File: config.mk
export PLATFORM = sky130hd
export DESIGN_NAME = nand_chain_sequencer
export DESIGN_NICKNAME = d
export VERILOG_FILES = /design/src/rtl/nand_seq_pkg.sv /design/src/rtl/nand2_unit.sv /design/src/rtl/nand_chain_sequencer.sv
export SDC_FILE = /design/constraint.sdc
export NUM_CORES = 1
export LEC_CHECK = 0
export BUFFER_PORTS_ARGS = -buffer_cell sky130_fd_sc_hd__buf_2
export CORE_UTILIZATION = 35
export CTS_BUF_LIST = sky130_fd_sc_hd__clkbuf_2 sky130_fd_sc_hd__clkbuf_4 sky130_fd_sc_hd__clkbuf_8
export CTS_CLUSTER_SIZE = 14
export DETAILED_ROUTE_END_ITERATION = 7
export GPL_TIMING_DRIVEN = 0
export MAX_ROUTING_LAYER = met4
export SLEW_MARGIN = 20
export SYNTH_ARGS = -nofsm -noshare
export SYNTH_HDL_FRONTEND = slang
export SYNTH_SLANG_ARGS = --single-unit
File: constraint.sdc
create_clock -name clk -period 1.2 [get_ports clk]
set_input_delay 0.18 -clock clk [delete_from_list [all_inputs] [get_ports clk]]
set_output_delay 0.18 -clock clk [all_outputs]
set_load 0.01 [all_outputs]
File: src/rtl/nand_seq_pkg.sv
// nand_seq_pkg: shared state encoding and index-width helper for the NAND chain sequencer
package nand_seq_pkg;
  typedef enum logic [1:0] {
    S_IDLE = 2'd0,
    S_RUN  = 2'd1,
    S_DONE = 2'd2
  } state_t;
  function automatic int idx_w(input int n);
    return $clog2(n);
  endfunction
endpackage

File: src/rtl/nand2_unit.sv
// nand2_unit: the single shared 2-input NAND gate
module nand2_unit (
  input  logic a,
  input  logic b,
  output logic y
);
  assign y = ~(a & b);
endmodule

File: src/rtl/nand_chain_sequencer.sv
// nand_chain_sequencer: evaluates a cascaded NAND chain one stage per clock through one shared gate
module nand_chain_sequencer
  import nand_seq_pkg::*;
#(
  parameter int N_INPUTS = 4
) (
  input  logic                clk,
  input  logic                reset,
  input  logic                start,
  input  logic [N_INPUTS-1:0] in_vec,
  output logic                busy,
  output logic                done,
  output logic [N_INPUTS-2:0] stage_out,
  output logic                result
);
  localparam int IW = idx_w(N_INPUTS);
  state_t              state, state_nx;
  logic [N_INPUTS-1:0] cap;
  logic                acc;
  logic [IW-1:0]       idx;
  logic                n, last, accept;
  nand2_unit u_nand (.a(acc), .b(cap[idx]), .y(n));
  always_comb begin
    last     = idx == IW'(N_INPUTS - 1);
    accept   = start && state != S_RUN;
    state_nx = accept ? S_RUN :
               state == S_RUN ? (last ? S_DONE : S_RUN) : S_IDLE;
  end
  always_ff @(posedge clk or posedge reset) begin
    if (reset) begin
      state     <= S_IDLE;
      busy      <= 1'b0;
      done      <= 1'b0;
      stage_out <= '0;
      result    <= 1'b0;
      cap       <= '0;
      acc       <= 1'b0;
      idx       <= '0;
    end else begin
      state <= state_nx;
      busy  <= state_nx == S_RUN;
      done  <= state_nx == S_DONE;
      if (accept) begin
        cap       <= in_vec;
        acc       <= in_vec[0];
        idx       <= IW'(1);
        stage_out <= '0;
        result    <= 1'b0;
      end else if (state == S_RUN) begin
        stage_out[idx - IW'(1)] <= n;
        acc                     <= n;
        if (last) result <= n;
        else idx <= idx + IW'(1);
      end
    end
  end
endmodule

==> flow_metrics.py, run 1 <==
metrics = {
    "outcome": {
        "status": "finished, violations left",
        "violations": "negative setup slack",
    },
    "cts": {
        "cts_sinks": 14,
        "clk_pin_slew_ns": 0.10,
        "cts.root.buffer_cell": "clkbuf_4",
        "cts_buffer_depth": 2,
        "cts_tree": "done",
        "numCtsBuffers": 3,
        "worstSkewPairLatency_ns": 0.29,
        "cts_max_level": 1,
    },
    "global_route": {
        "grt_pass1_wl_microns": 2030,
        "use_met2_pct": 20.0,
        "grt.met3_usage_pct": 3.53,
        "antenna_found_initial": 0,
        "grt_busiest_layer": "met2",
        "use_met1_pct": 18.4,
        "grt_usage_pct": 14.3,
        "grt_max_degree": 15,
        "grt_overflow_total": 0,
        "first_global_vias": 446,
    },
    "routing": {
        "drc": 0,
        "drt_iter0_drc": 5,
        "wire_per_inst_microns": 12.5,
        "ant_nets": 0,
        "totalWireLength_microns": 1250,
        "via_per_inst": 4.67,
        "via_count": 467,
        "dr.pass1.iters": 3,
    },
    "layout": {
        "final_core_util_pct": 51.0,
        "syn_to_final_growth_pct": 32.7,
        "drive_gt1_share_pct": 56.0,
        "n_antenna_cell": 0,
        "layout_common_cells": "11 x dfrtp_1, 11 x buf_2, 6 x mux2i_1",
        "nets": 87,
    },
    "sta": {
        "worst_pin_slew_ns": 0.558,
        "period_minus_slack_ns": 1.30,
        "fin_ws_ns": -0.0959,
        "finalClockSkew_ns": 0.0103,
        "slew-limit-headroom_pct": 62.8,
        "setup_viol": 7,
        "fin_crit_sh_pct": 108,
        "max_freq_mhz": 772,
        "rsz0062_at_grt": "yes",
        "slew_violations": 0,
        "finalHoldViolCount": 0,
    },
    "setup_path": {
        "reg2reg_slack_ns": -0.1,
        "r2r_cells": 4,
        "r2r-start": "idx[0]$_DFFE_PP0P_",
        "required_ns": 1.37,
        "cp_slowest_cell": "dfrtp_2",
        "crit_path_end_kind": "flip-flop",
        "worst_ep_arrival_time_ns": 1.46,
        "worstPathCellList": "ha_4 -> and3b_2 -> o21bai_4 -> o2bb2ai_1",
        "crit_type": "flip-flop to flip-flop",
        "rr_endpoint": "idx[1]$_DFFE_PP0P_",
        "critPathLaunchType": "flip-flop",
        "cp_max_fo": 5,
        "slowest_delay_ns": 0.46,
    },
    "yosys": {
        "ys_ff_latch": 14,
        "syn-num-nets": 65,
        "syn_area_sq_um": 686,
        "yosys_warnings": 0,
        "synth-seq-area-share_pct": 51.1,
        "synthCells": 54,
        "syn_area_per_cell_sq_um": 12.7,
        "yosys.cell_types.count": 20,
    },
    "pwr": {
        "swShare_pct": 35.3,
        "ir_worst_vdd_v": 0.00102,
        "intPower_mw": 1.64,
        "p_total_mw": 2.54,
        "power_density_mw_per_mm2": 2790,
        "pwr-share-seq_pct": 34.1,
        "clkPwrFrac_pct": 13.9,
        "combPwrFrac_pct": 52.1,
        "switchingPower_mw": 0.895,
        "p_leak_nw": 0.454,
    },
    "placed_design": {
        "hpwl_microns": 821,
        "gp_congestion": 0.716,
        "placement.io_buffers": 11,
    },
    "floorplanning": {
        "initial_core_util_pct": 38.5,
        "die_h_microns": 46.3,
        "dieArea_sq_mm": 0.00214,
        "core-area_sq_mm": 0.00178,
        "ioPinCount": 13,
        "row_count": 15,
        "dieWidth_microns": 46.3,
    },
    "hold_path": {
        "whs_path_depth": 2,
        "min-delay-start": "in_vec[2]",
        "hold_class": "input port to flip-flop",
        "hold-path-endpoint": "cap[2]$_DFFE_PP0N_",
    },
    "flow_run": {
        "cap_violations": 0,
    },
}
==> cells by family (layout without fill, tap and decap cells) <==
family	Yosys count	after routing	share of synthesized area, %
compound gates	10	10	14.1
fa+ha+maj	4	4	7.30
buf+inv	6	27	3.47
flops	14	14	51.1
mux	10	10	15.3
simple gates	10	10	8.76
==> routing by layer <==
metal  wire, microns  up-vias
met5               0        -
met3              30        2
met1             628      221
met2             573        9
li1                -      235
met4              14        0
==> sequential cells by signal (all words and copies together) (netlist names) <==
name	flops
acc	1
busy	1
cap	4
done	1
idx	2
result	1
stage_out	3
state	1
==> power groups by stage <==
| stage | Combinational (mW) | Clock (mW) | Sequential (mW) |
|---|---|---|---|
| after global placement | 0.998 | 0 | 0.878 |
| after detailed placement | 1.01 | 0 | 0.887 |
| after global routing | 1.45 | 0.379 | 0.898 |
| after CTS | 1.23 | 0.356 | 0.865 |
| final | 1.32 | 0.352 | 0.865 |
| after floorplan | 0.762 | 0 | 0.883 |
==> worst max path at each step <==
stage | startpoint | to | cells past startpoint
2_1_floorplan | idx[1]$_DFFE_PP0P_ | result$_DFFE_PP0P_ | 4
3_3_place_gp | idx[1]$_DFFE_PP0P_ | result$_DFFE_PP0P_ | 4
3_5_place_dp | idx[1]$_DFFE_PP0P_ | result$_DFFE_PP0P_ | 4
4_1_cts | idx[1]$_DFFE_PP0P_ | stage_out[0]$_DFFE_PP0P_ | 4
5_1_grt | idx[1]$_DFFE_PP0P_ | idx[1]$_DFFE_PP0P_ | 4
6_report | idx[0]$_DFFE_PP0P_ | idx[1]$_DFFE_PP0P_ | 4
==> Yosys cell counts, drive strengths merged <==
| cell | number | area, sq um |
|---|---|---|
| a21o | 1 | 8.76 |
| a22o | 1 | 10.0 |
| a32o | 3 | 33.8 |
| and3b | 2 | 17.5 |
| buf | 1 | 5.00 |
| clkbuf | 1 | 3.75 |
| dfrtp | 14 | 350 |
| ha | 4 | 50.1 |
| inv | 4 | 15.0 |
| mux2 | 4 | 45.0 |
| mux2i | 6 | 60.1 |
| nand2 | 3 | 11.3 |
| nand2b | 2 | 12.5 |
| nor2 | 1 | 3.75 |
| nor2b | 1 | 6.26 |
| o21ai | 2 | 10.0 |
| o21bai | 1 | 7.51 |
| o22a | 1 | 17.5 |
| o2bb2ai | 1 | 8.76 |
| or3b | 1 | 8.76 |
==> stage by stage <==
step / hold WS (ns) / worst slack [ns] / TNS [ns] / cells / cell area (sq um)
finish: 0.114 / -0.0959 / -0.489 / 100 / 910
global route: 0.110 / -0.132 / -0.812 / 100 / 910
CTS: 0.112 / -0.100 / -0.534 / 99 / 880
detailed placement: 0.262 / -0.173 / -0.880 / 90 / 776
global placement: 0.257 / -0.168 / -0.790 / 90 / 776
floorplan: 0.0692 / -0.0690 / -0.155 / 54 / 689
==> repair_timing <==
item                                    CTS  global route
cloned                                    0             0
resized for setup                         7             7
setup buffers                             4             1
endpoints found under the setup margin   12            11
pin swaps                                 0             3
hold buffers                              1             0
hold endpoints to repair                 14             0
==> area by class of cell <==
cell class	count	area, sq um
inverters	4	15.0
flip-flops and latches	14	354
clock buffers	4	36.3
fillers	170	873
repair buffers	17	106
well taps	25	31.3
multi-input cells	34	355
plain buffers	2	11.3
==> worst max-delay path: cells and delay by family, from the launching register on <==
kind,cells,cell delay (ns)
flops,1,0.46
fa+ha+maj,1,0.17
simple gates,1,0.22
compound gates,2,0.33
Note: power is estimated with default switching activity, not from simulation.
==> inputs of run 2 (changes only) <==
CORE_UTILIZATION = 50   (was 35)
PLACE_DENSITY = 0.76   (was unset)
==> flow_metrics.py, run 2 (synthesis results as in run 1) <==
metrics = {
    "floorplanning": {
        "core-area_sq_mm": 0.00119,
        "dieWidth_microns": 39.0,
        "initial_core_util_pct": 57.8,
        "die_h_microns": 39.0,
        "dieArea_sq_mm": 0.00152,
        "ioPinCount": 13,
        "row_count": 12,
    },
    "setup_path": {
        "cp_slowest_cell": "dfrtp_2",
        "critPathLaunchType": "flip-flop",
        "required_ns": 1.42,
        "r2r-start": "idx[1]$_DFFE_PP0P_",
        "crit_type": "flip-flop to flip-flop",
        "cp_max_fo": 4,
        "rr_endpoint": "result$_DFFE_PP0P_",
        "crit_cells": 4,
        "crit_path_end_kind": "flip-flop",
        "cpLargestDelayFamily": "flip-flops",
        "slowest_delay_ns": 0.45,
        "reg2reg_slack_ns": -0.09,
        "r2r_cells": 4,
        "crit_buf_inv": 0,
        "worst_ep_arrival_time_ns": 1.51,
        "worstPathCellList": "ha_4 -> or3b_4 -> o21ai_2 -> a22o_2",
    },
    "pwr": {
        "p_leak_nw": 0.440,
        "power_density_mw_per_mm2": 2780,
        "ir_worst_vdd_v": 0.00138,
    },
    "layout": {
        "syn_to_final_growth_pct": 24.5,
        "top_register": "cap",
        "post-route-cell-area_sq_um": 853,
        "reg_top3": "cap (4), stage_out (3), idx (2)",
        "drive_gt1_share_pct": 47.3,
        "largest_reg_flops": 4,
        "layout_common_cells": "12 x buf_2, 12 x dfrtp_1, 6 x mux2i_1",
        "n_antenna_cell": 0,
        "final_core_util_pct": 71.9,
        "nets": 86,
        "instances_no_fill": 88,
        "fill_cells": 89,
    },
    "placed_design": {
        "gp_congestion": 0.759,
        "placed_cells": 79,
        "placement.io_buffers": 11,
        "placed_area_sq_um": 762,
    },
    "cts": {
        "numCtsBuffers": 3,
        "cts_buffer_depth": 2,
        "cts_tree": "done",
        "cts_sinks": 14,
        "clk_pin_slew_ns": 0.08,
        "worstSkewPairLatency_ns": 0.28,
        "cts.root.buffer_cell": "clkbuf_4",
        "cts_max_level": 1,
    },
    "routing": {
        "drc": 0,
        "via_count": 474,
        "wire_per_inst_microns": 13.7,
        "via_per_inst": 5.39,
        "ant_nets": 0,
        "dr.pass1.iters": 6,
        "totalWireLength_microns": 1210,
        "drt_iter0_drc": 5,
    },
    "sta": {
        "slew_violations": 0,
        "rsz0062_at_grt": "yes",
        "slew-limit-headroom_pct": 63.9,
        "finalClockSkew_ns": 0.00771,
        "fin_ws_ns": -0.0905,
        "setup_viol": 11,
        "max_freq_mhz": 775,
        "worst_pin_slew_ns": 0.541,
        "finalHoldViolCount": 0,
        "fin_crit_sh_pct": 108,
        "period_minus_slack_ns": 1.29,
    },
    "hold_path": {
        "min-delay-start": "in_vec[1]",
        "hold_class": "input port to flip-flop",
        "whs_path_depth": 2,
        "hold-path-endpoint": "cap[1]$_DFFE_PP0N_",
    },
    "global_route": {
        "antenna_found_initial": 0,
        "grt_pass1_wl_microns": 1970,
        "grt_overflow_total": 0,
        "first_global_vias": 456,
        "grt_usage_pct": 20.7,
        "grt_max_degree": 15,
    },
    "flow_run": {
        "cap_violations": 0,
    },
    "outcome": {
        "status": "finished, violations left",
        "violations": "negative setup slack",
    },
}
==> run 2: area by class of cell <==
type / instances / area, sq um / area share [%]
well taps: 14 / 17.5 / 2.05
clock buffers: 4 / 30.0 / 3.52
multi-input cells: 34 / 330 / 38.7
repair buffers: 16 / 98.8 / 11.6
plain buffers: 2 / 8.76 / 1.03
inverters: 4 / 15.0 / 1.76
flip-flops and latches: 14 / 353 / 41.3
==> run 2: metal layers <==
metal	share of wire (%)	GRT usage (%)	up-vias
met2	47	30.8	14
met3	4.1	3.47	2
li1	-	-	231
met4	0.58	12.9	0
met1	48	26.1	227
met5	0	-	-
==> run 2: where the power goes <==
part           internal (mW)  leakage [nW]  switching (mW)
Sequential             0.699         0.169           0.163
Combinational          0.676         0.252           0.537
Clock                  0.152        0.0184           0.145
Total                   1.53         0.440           0.845
==> run 2: what timing repair did <==
action | in CTS | in global routing
endpoints found under the setup margin | 11 | 12
hold buffers | 1 | 0
pin swaps | 4 | 2
resized for setup | 4 | 2
setup buffers | 3 | 1
endpoints found under the hold margin | 14 | 0
==> run 2: how the worst max path moves through the flow <==
| stage | startpoint | end |
|---|---|---|
| after floorplan | idx[1]$_DFFE_PP0P_ | result$_DFFE_PP0P_ |
| after global placement | idx[1]$_DFFE_PP0P_ | result$_DFFE_PP0P_ |
| after detailed placement | idx[1]$_DFFE_PP0P_ | result$_DFFE_PP0P_ |
| after CTS | idx[1]$_DFFE_PP0P_ | result$_DFFE_PP0P_ |
| after global routing | idx[1]$_DFFE_PP0P_ | result$_DFFE_PP0P_ |
| final | idx[1]$_DFFE_PP0P_ | result$_DFFE_PP0P_ |
==> run 2: through the flow <==
step | TNS [ns] | worst slack (ns) | total power, mW | hold slack (ns)
4_1_cts | -0.758 | -0.106 | 2.33 | 0.125
5_1_grt | -1.16 | -0.147 | 2.55 | 0.126
2_1_floorplan | -0.155 | -0.0690 | 1.65 | 0.0692
6_report | -0.647 | -0.0905 | 2.37 | 0.124
3_5_place_dp | -0.722 | -0.169 | 1.91 | 0.249
3_3_place_gp | -0.578 | -0.152 | 1.86 | 0.243
